<file path="src/rtl/painterengine_gpu_pkg.sv">
// Shared types for the GPU DMA writer lanes: FSM state encoding, fill modes,
// and the per-word accumulator advance used by the fill source.
package painterengine_gpu_pkg;

  typedef enum logic [1:0] {
    ST_IDLE  = 2'd0,
    ST_RUN   = 2'd1,
    ST_DONE  = 2'd2,
    ST_ERROR = 2'd3
  } fill_state_e;

  localparam logic [1:0] FILL_SOLID = 2'd0;
  localparam logic [1:0] FILL_INC32 = 2'd1;
  localparam logic [1:0] FILL_INC8  = 2'd2;
  localparam logic [1:0] FILL_RSVD  = 2'd3;

  // Word k+1 from word k; INC8 adds each byte lane independently (no carries).
  function automatic logic [31:0] fill_advance(input logic [31:0] acc,
                                               input logic [31:0] step,
                                               input logic [1:0]  mode);
    logic [31:0] nxt;
    nxt = acc;
    case (mode)
      FILL_INC32: nxt = acc + step;
      FILL_INC8: begin
        for (int i = 0; i < 4; i++) nxt[8*i +: 8] = acc[8*i +: 8] + step[8*i +: 8];
      end
      default: nxt = acc;
    endcase
    return nxt;
  endfunction

endpackage

</file>
<file path="src/rtl/painterengine_gpu_sync_fifo.sv">
// Show-ahead synchronous FIFO with occupancy count and synchronous flush.
// DEPTH must be a power of two so the pointers wrap for free.
module painterengine_gpu_sync_fifo #(
  parameter int WIDTH = 32,
  parameter int DEPTH = 4
) (
  input  logic                     i_wire_clock,
  input  logic                     i_wire_resetn,
  input  logic                     flush_i,
  input  logic                     push_i,
  input  logic [WIDTH-1:0]         data_i,
  input  logic                     pop_i,
  output logic [WIDTH-1:0]         data_o,
  output logic                     valid_o,
  output logic [$clog2(DEPTH):0]   count_o
);

  localparam int AW = $clog2(DEPTH);
  localparam logic [AW:0] FULL = (AW+1)'(DEPTH);

  logic [WIDTH-1:0] mem_q [DEPTH];
  logic [AW-1:0]    wr_ptr_q, rd_ptr_q;
  logic [AW:0]      count_q;
  logic             do_push, do_pop;

  assign do_push = push_i && (count_q != FULL);
  assign do_pop  = pop_i && (count_q != '0);

  // NOTE: storage is reset too so the head word reads 0 out of reset rather than X.
  always_ff @(posedge i_wire_clock or negedge i_wire_resetn) begin
    if (!i_wire_resetn) begin
      for (int i = 0; i < DEPTH; i++) mem_q[i] <= '0;
      wr_ptr_q <= '0;
      rd_ptr_q <= '0;
      count_q  <= '0;
    end else if (flush_i) begin
      wr_ptr_q <= '0;
      rd_ptr_q <= '0;
      count_q  <= '0;
    end else begin
      if (do_push) begin
        mem_q[wr_ptr_q] <= data_i;
        wr_ptr_q        <= wr_ptr_q + 1'b1;
      end
      if (do_pop) rd_ptr_q <= rd_ptr_q + 1'b1;
      case ({do_push, do_pop})
        2'b10:   count_q <= count_q + 1'b1;
        2'b01:   count_q <= count_q - 1'b1;
        default: count_q <= count_q;
      endcase
    end
  end

  assign data_o  = mem_q[rd_ptr_q];
  assign valid_o = (count_q != '0);
  assign count_o = count_q;

endmodule

</file>
<file path="src/rtl/painterengine_gpu_fill_source.sv">
// Solid / incrementing pattern generator for one GPU DMA writer data lane.
// Words are produced by a running accumulator and buffered in a show-ahead FIFO.
module painterengine_gpu_fill_source
  import painterengine_gpu_pkg::*;
#(
  parameter int PARAM_FIFO_DEPTH = 4
) (
  input  logic        i_wire_clock,
  input  logic        i_wire_resetn,
  input  logic        i_wire_start,
  input  logic        i_wire_abort,
  input  logic [31:0] i_wire_length,
  input  logic [31:0] i_wire_color,
  input  logic [31:0] i_wire_step,
  input  logic [1:0]  i_wire_mode,
  output logic [31:0] o_wire_data,
  output logic        o_wire_data_valid,
  input  logic        i_wire_data_next,
  output logic        o_wire_busy,
  output logic        o_wire_done,
  output logic        o_wire_error,
  output logic [31:0] o_wire_count
);

  localparam int CW = $clog2(PARAM_FIFO_DEPTH) + 1;
  localparam logic [CW-1:0] DEPTH_C = CW'(PARAM_FIFO_DEPTH);

  fill_state_e state_q, state_d;
  logic [31:0] length_q, length_d;
  logic [31:0] step_q, step_d;
  logic [1:0]  mode_q, mode_d;
  logic [31:0] acc_q, acc_d;
  logic [31:0] pushed_q, pushed_d;
  logic [31:0] count_q, count_d;

  logic [CW-1:0] fifo_count;
  logic          fifo_valid, push, pop, flush, start_ok;

  assign start_ok = i_wire_start && (state_q != ST_RUN);
  assign pop      = i_wire_data_next && fifo_valid;
  // Space is judged on the registered count, so a same-cycle pop never enables a push.
  assign push     = (state_q == ST_RUN) && !i_wire_abort &&
                    (fifo_count < DEPTH_C) && (pushed_q < length_q);

  // NOTE: every next-state variable gets its hold value first, so no path infers a latch.
  always_comb begin
    state_d  = state_q;
    length_d = length_q;
    step_d   = step_q;
    mode_d   = mode_q;
    acc_d    = acc_q;
    pushed_d = pushed_q;
    count_d  = count_q;
    flush    = 1'b0;
    if (i_wire_abort) begin
      state_d = ST_IDLE;
      flush   = 1'b1;
    end else if (start_ok) begin
      length_d = i_wire_length;
      step_d   = i_wire_step;
      mode_d   = i_wire_mode;
      acc_d    = i_wire_color;
      pushed_d = '0;
      count_d  = '0;
      flush    = 1'b1;
      state_d  = (i_wire_mode == FILL_RSVD || i_wire_length == '0) ? ST_ERROR : ST_RUN;
    end else if (state_q == ST_RUN) begin
      if (push) begin
        acc_d    = fill_advance(acc_q, step_q, mode_q);
        pushed_d = pushed_q + 32'd1;
      end
      if (pop) begin
        count_d = count_q + 32'd1;
        if (count_q + 32'd1 == length_q) state_d = ST_DONE;
      end
    end
  end

  // NOTE: sequential state uses non-blocking assignments only.
  always_ff @(posedge i_wire_clock or negedge i_wire_resetn) begin
    if (!i_wire_resetn) begin
      state_q  <= ST_IDLE;
      length_q <= '0;
      step_q   <= '0;
      mode_q   <= FILL_SOLID;
      acc_q    <= '0;
      pushed_q <= '0;
      count_q  <= '0;
    end else begin
      state_q  <= state_d;
      length_q <= length_d;
      step_q   <= step_d;
      mode_q   <= mode_d;
      acc_q    <= acc_d;
      pushed_q <= pushed_d;
      count_q  <= count_d;
    end
  end

  painterengine_gpu_sync_fifo #(
    .WIDTH(32),
    .DEPTH(PARAM_FIFO_DEPTH)
  ) u_fifo (
    .i_wire_clock (i_wire_clock),
    .i_wire_resetn(i_wire_resetn),
    .flush_i      (flush),
    .push_i       (push),
    .data_i       (acc_q),
    .pop_i        (pop),
    .data_o       (o_wire_data),
    .valid_o      (fifo_valid),
    .count_o      (fifo_count)
  );

  assign o_wire_data_valid = fifo_valid;
  assign o_wire_busy       = (state_q == ST_RUN);
  assign o_wire_done       = (state_q == ST_DONE);
  assign o_wire_error      = (state_q == ST_ERROR);
  assign o_wire_count      = count_q;

endmodule

</file>
<file path="config.mk">
export PLATFORM = sky130hd
export DESIGN_NAME = painterengine_gpu_fill_source
export DESIGN_NICKNAME = d
export VERILOG_FILES = /design/src/rtl/painterengine_gpu_pkg.sv /design/src/rtl/painterengine_gpu_sync_fifo.sv /design/src/rtl/painterengine_gpu_fill_source.sv
export SDC_FILE = /design/constraint.sdc
export NUM_CORES = 1
export LEC_CHECK = 0
export CAP_MARGIN = 10
export CORE_MARGIN = 1.5
export CORE_UTILIZATION = 55
export CTS_BUF_LIST = sky130_fd_sc_hd__clkbuf_8 sky130_fd_sc_hd__clkbuf_16
export CTS_CLUSTER_SIZE = 12
export DETAILED_ROUTE_END_ITERATION = 8
export PLACE_DENSITY = 0.85
export SLEW_MARGIN = 20
export SYNTH_ARGS = -nofsm -noshare
export SYNTH_HDL_FRONTEND = slang
export SYNTH_SLANG_ARGS = --single-unit
</file>
<file path="constraint.sdc">
create_clock -name i_wire_clock -period 4.19 [get_ports i_wire_clock]
set_input_delay 0.838 -clock i_wire_clock [delete_from_list [all_inputs] [get_ports i_wire_clock]]
set_output_delay 0.838 -clock i_wire_clock [all_outputs]
set_load 0.1 [all_outputs]
</file>
# Word-level counts from Yosys, hierarchy flattened
# Cells that the tools add are included.
dict set report word_totals {
  register_bits 299
  latch_bits 0
  ram_bits 0
  rom_bits 0
  input_bits 103
  word_cells 103
  n_memories 0
}
dict set report op_classes {
  addsub 11
  multipliers 0
  div_mod_pow 0
  order_cmp 5
  eq_ne 11
  shift 0
  n_mux 30
  bitwise 4
  n_reduce_logical 28
}
# operator count
set ops {}
lappend ops {{32-bit two-way mux} 12}
lappend ops {{128-bit bitwise mux} 1}
lappend ops {{32-bit by 1-bit adder with 32-bit output, second input constant} 2}
lappend ops {{32-bit binary-select mux with 2-bit select} 1}
lappend ops {{32-bit demux with 2-bit select} 1}
lappend ops {{32-bit case mux with 2 select lines} 1}
lappend ops {{32-bit adder} 1}
lappend ops {{8-bit adder} 4}
lappend ops {{32-bit equality test} 1}
lappend ops {{32-bit zero test} 1}
lappend ops {{32-bit < comparator} 1}
lappend ops {{2-bit two-way mux} 10}
lappend ops {{3-bit nonzero test} 6}
lappend ops {{2-bit equality test, second input constant} 5}
lappend ops {{2-bit nonzero test} 5}
lappend ops {{3-bit AND reduction} 3}
lappend ops {{1-bit logical AND} 8}
lappend ops {{2-bit by 1-bit equality test with 1-bit output, second input constant} 3}
lappend ops {{3-bit greater-or-equal comparator, second input constant} 2}
lappend ops {{2-bit inverter with 3-bit output} 2}
lappend ops {{3-bit case mux with 2 select lines} 1}
lappend ops {{2-bit by 1-bit adder with 2-bit output, second input constant} 2}
lappend ops {{2-bit AND reduction} 2}
lappend ops {{4-bit AND reduction} 1}
lappend ops {{11 further kinds} 13}

# Longest topological paths before layout
dict set report logic_depth {
  ltp_word 8
  ltp_mapped 15
  mapped_depth_nobuf 13
}

# Cells and area by module
# From an unflattened synthesis, not the netlist that was laid out.
dict set report unflattened {
  hier_cells 1710
  area_unflattened_um2 17133.9
}
# mod n_inst cells_each area_per_inst_um2 seq_area_each_um2
set modules_own_cells {}
lappend modules_own_cells {painterengine_gpu_fill_source 1 1335 10936.7 4103.9}
lappend modules_own_cells {painterengine_gpu_sync_fifo 1 375 6197.2 3378.2}

# Least setup slack after synthesis
# Ideal clock, no wire load.
dict set report synth_timing {
  path_type {register -> register}
  from {register count_q[0] (netlist: o_wire_count[0])}
  to {register state_q[0]}
  setup_ps 137
  arrival_ps 3249
  t_required_ps 4053
  setup_slack_ps 804
  path_stages_with_launch 12
  period_less_slack_ps 3386
  path_cell_list {dfrtp_1 > ha_1 > and3_1 > clkbuf_1 > nand4_1 > nor4_1 > xnor2_1 > o211ai_1 > nor4_1 > o2111ai_1 > o21ai_0 > a21oi_1}
}
dict set report synth_via {
  elab_chain_cells 4
}
# element line_no
set synth_lines {}
lappend synth_lines {{start: declaration} painterengine_gpu_fill_source.sv:34} ;# logic [31:0] count_q, count_d;
lappend synth_lines {{start signal: assignment} painterengine_gpu_fill_source.sv:96} ;# count_q <= count_d;
lappend synth_lines {{32-bit by 1-bit adder with 32-bit output} painterengine_gpu_fill_source.sv:74} ;# if (count_q + 32'd1 == length_q) state_d = ST_DONE;
lappend synth_lines {{32-bit equality test} painterengine_gpu_fill_source.sv:74}
lappend synth_lines {{3-bit nonzero test (no source line)} -}
lappend synth_lines {{3-bit AND reduction (no source line)} -}
lappend synth_lines {{end signal: assignment} painterengine_gpu_fill_source.sv:90} ;# state_q <= state_d;
lappend synth_lines {{end: declaration} painterengine_gpu_fill_source.sv:28} ;# fill_state_e state_q, state_d;
# Every way passes these cells.
# A chain may end at the register's enable or synchronous reset.

# Worst setup path after layout
dict set report layout_timing {
  from {register state_q[1]}
  to {output o_wire_busy}
}
dict set report layout_via {
  elab_chain_cells 1
}
# element line_no
set layout_lines {}
lappend layout_lines {{2-bit by 1-bit equality test with 1-bit output} painterengine_gpu_fill_source.sv:116} ;# assign o_wire_busy = (state_q == ST_RUN);
lappend layout_lines {{end: declaration} painterengine_gpu_fill_source.sv:19} ;# output logic o_wire_busy,
# Every way passes these cells.

==> run metrics <==
via count 14100; Critical Path AT 2520 ps; final worst path period share 80.2%; Slew Limit Fails 0; Post-synth EDFFs 0; worst vdd rail ir drop 399 uV; worst path required time 3350 ps; most area-consuming cells after synthesis dfrtp_1 (44%), mux2_2 (7.6%), nand2_1 (5.7%), o21ai_0 (5.3%), ha_1 (5.0%); first-pass GRT wire length 73100 um; Num CTS Buffers 34; CTS tree done; CP Class reg -> out; internal power 0.00697 W; largest net degree at the start of global routing 112; FMAX 0.298 GHz; Antenna Cells 0; Clk pwr share 24.2%; initial antenna violation count 0; Leak 9.02 nW; switch share 41.1%; num rows 63; sequential power share 34.4%; max_slew headroom 31.5%; min Tclk post-route 3360 ps; minimum hold slack 383 ps; CTS resizes 0; I/O pin count 171; critical-path maximum fanout 7; post-route ant nets 0; die height 178 um; setup TNS 0 ps; flops & latches, synth 299; Logic pwr share 41.4%; setup ws final 831 ps; clock latency on the worst-skew pair 530 ps; Power Density 591 nW/um^2; drt initial violations 1261; Async SR Flop Fraction 100%; Tot Pwr 0.0118 W; Synth Flop Type dfrtp_1; Nets 2034; Post-Place Setup Slack 728 ps; Mapped Avg Cell Area 9.84 sq um; Hold Fails Final Rpt 0; clock buffer depth 3; area fraction of the dominant cell type after synthesis 44.3%; Initial Utilization 56.4%; hold crit path type in -> async; input/output buffers 170; CTS H-Tree Depth 2; number of global-route vias before repair 13800; final setup fails 0; Yosys cell types 77; Area Growth Syn to Fin 18.4%; GP Congestion 0.911; Post-Syn Instances 1716; hold_buf cts 0; largest area contributor in the netlist dfrtp_1; Sink Count 299; max_cap viols 0; Via-to-Cell Ratio 6.19; Setup crit start kind flip-flop; routed length per instance 20.3 um; HPWL after DPL 32300 um; Yosys Warn Count 0; mapped cell area 16900 sq um; CTS clk-pin slew, worst paths 60 ps; core outline area 30000 sq um; DRC Markers 0; net load switching power 0.00486 W; Setup crit end kind output pin; total track usage 29.3%; clk root buf clkbuf_16; Pre-Repair DR Iteration Count 5; Die W 178 um; GRT Residual Overflow 0; RSZ-0062 raised after global routing no; run status completed; worst-margin pin slew 1020 ps; Routed WL 46100 um; die area 31800 sq um; fin util 66.8%; Synthesized Nets 1892; Seq/Total Area, Yosys 44.3%; share of layout cells above drive strength 1 15.5%; Setup Skew 19.7 ps; setup bufs post-CTS 0
[kinds of logic after synthesis]
| kind of cell | share of synthesized area [%] |
|---|---|
| fa+ha+maj | 5.63 |
| buf+inv | 3.78 |
| compound gates | 14.3 |
| simple gates | 15.8 |
| flops | 44.3 |
| xor+xnor | 3.89 |
| mux | 12.3 |
[worst paths after layout]
check / startpoint / to / slack [ps] / cells past startpoint
worst min-delay path: i_wire_resetn / pushed_q[0] / 380 / 1
min in group i_wire_clock: u_fifo.mem_q[65] / u_fifo.mem_q[65] / 480 / 2
worst max register to register: o_wire_count[13] / state_q[0] / 840 / 9
worst max-delay path: state_q[1] / o_wire_busy / 830 / 3
worst min register to register: u_fifo.mem_q[65] / u_fifo.mem_q[65] / 480 / 2
max in group asynchronous: i_wire_resetn / u_fifo.mem_q[99] / 2790 / 2
[synthesized netlist by cell type, types with 10 or more instances]
cell type / instances
xor2_1: 28
dfrtp_1: 299
nor4_1: 16
nand4_1: 28
clkbuf_1: 63
inv_1: 60
o31ai_1: 26
nor3_1: 19
a31oi_1: 29
nand3_1: 39
a211oi_1: 16
o21ai_0: 180
mux2_2: 114
and4_1: 10
xnor2_1: 47
a21o_1: 20
or3_1: 14
nand2_1: 256
and2_1: 11
nor2_1: 100
mux4_2: 32
buf_1: 10
and3_1: 23
ha_1: 68
a21oi_1: 66
buf_2: 21
[per-layer routing]
layer | track usage [%] | share of wire, % | up-vias
li1 | - | - | 6442
met1 | 40.4 | 42 | 6939
met4 | 12.6 | 3.8 | 0
met2 | 45.7 | 47 | 569
met5 | 0 | 0 | -
met3 | 5.20 | 7.2 | 115
[layout make-up]
cell class | instances | area, sq um
clock buffers | 42 | 972
clock inverters | 18 | 100
fillers | 2206 | 9950
inverters | 60 | 225
multi-input cells | 1259 | 8800
flip-flops and latches | 299 | 7480
well taps | 390 | 488
repair buffers | 204 | 1930
[critical path: stages (launching register included)]
cell             delay, ps
dfrtp_1                400
nand2b_1               340
inv_1                  130
clkdlybuf4s50_1       1140
[cell usage in the layout (no fill, tap or decap), types with 32 or more instances in the layout]
cell	count
mux4_2	32
dfrtp_1	298
nand2_1	256
nor2_1	98
clkdlybuf4s50_1	137
a21oi_1	66
inv_1	72
buf_4	62
o21ai_0	180
clkbuf_16	35
nand3_1	39
xnor2_1	47
mux2_2	114
ha_1	68
[through the flow]
step	instances	cell area, sq um
2_1_floorplan	1716	16900
3_3_place_gp	2212	18900
3_5_place_dp	2212	18900
4_1_cts	2272	20000
5_1_grt	2272	20000
6_report	2272	20000
[flip-flops by register name (all words and copies together) (netlist names)]
| signal | cells |
|---|---|
| pushed_q | 32 |
| step_q | 32 |
| u_fifo.wr_ptr_q | 2 |
| u_fifo.rd_ptr_q | 2 |
| acc_q | 32 |
| u_fifo.count_o | 3 |
| state_q | 2 |
| u_fifo.mem_q | 128 |
| mode_q | 2 |
| o_wire_count | 32 |
| length_q | 32 |
[power by group through the flow]
stage	clock network [W]	logic (W)	registers (W)
after global routing	0.00301	0.00527	0.00415
after floorplan	0	0.00382	0.00389
after global placement	0	0.00469	0.00403
after CTS	0.00289	0.00487	0.00405
final	0.00287	0.00489	0.00407
after detailed placement	0	0.00482	0.00409
No activity file was read; power rests on OpenSTA's default activity.
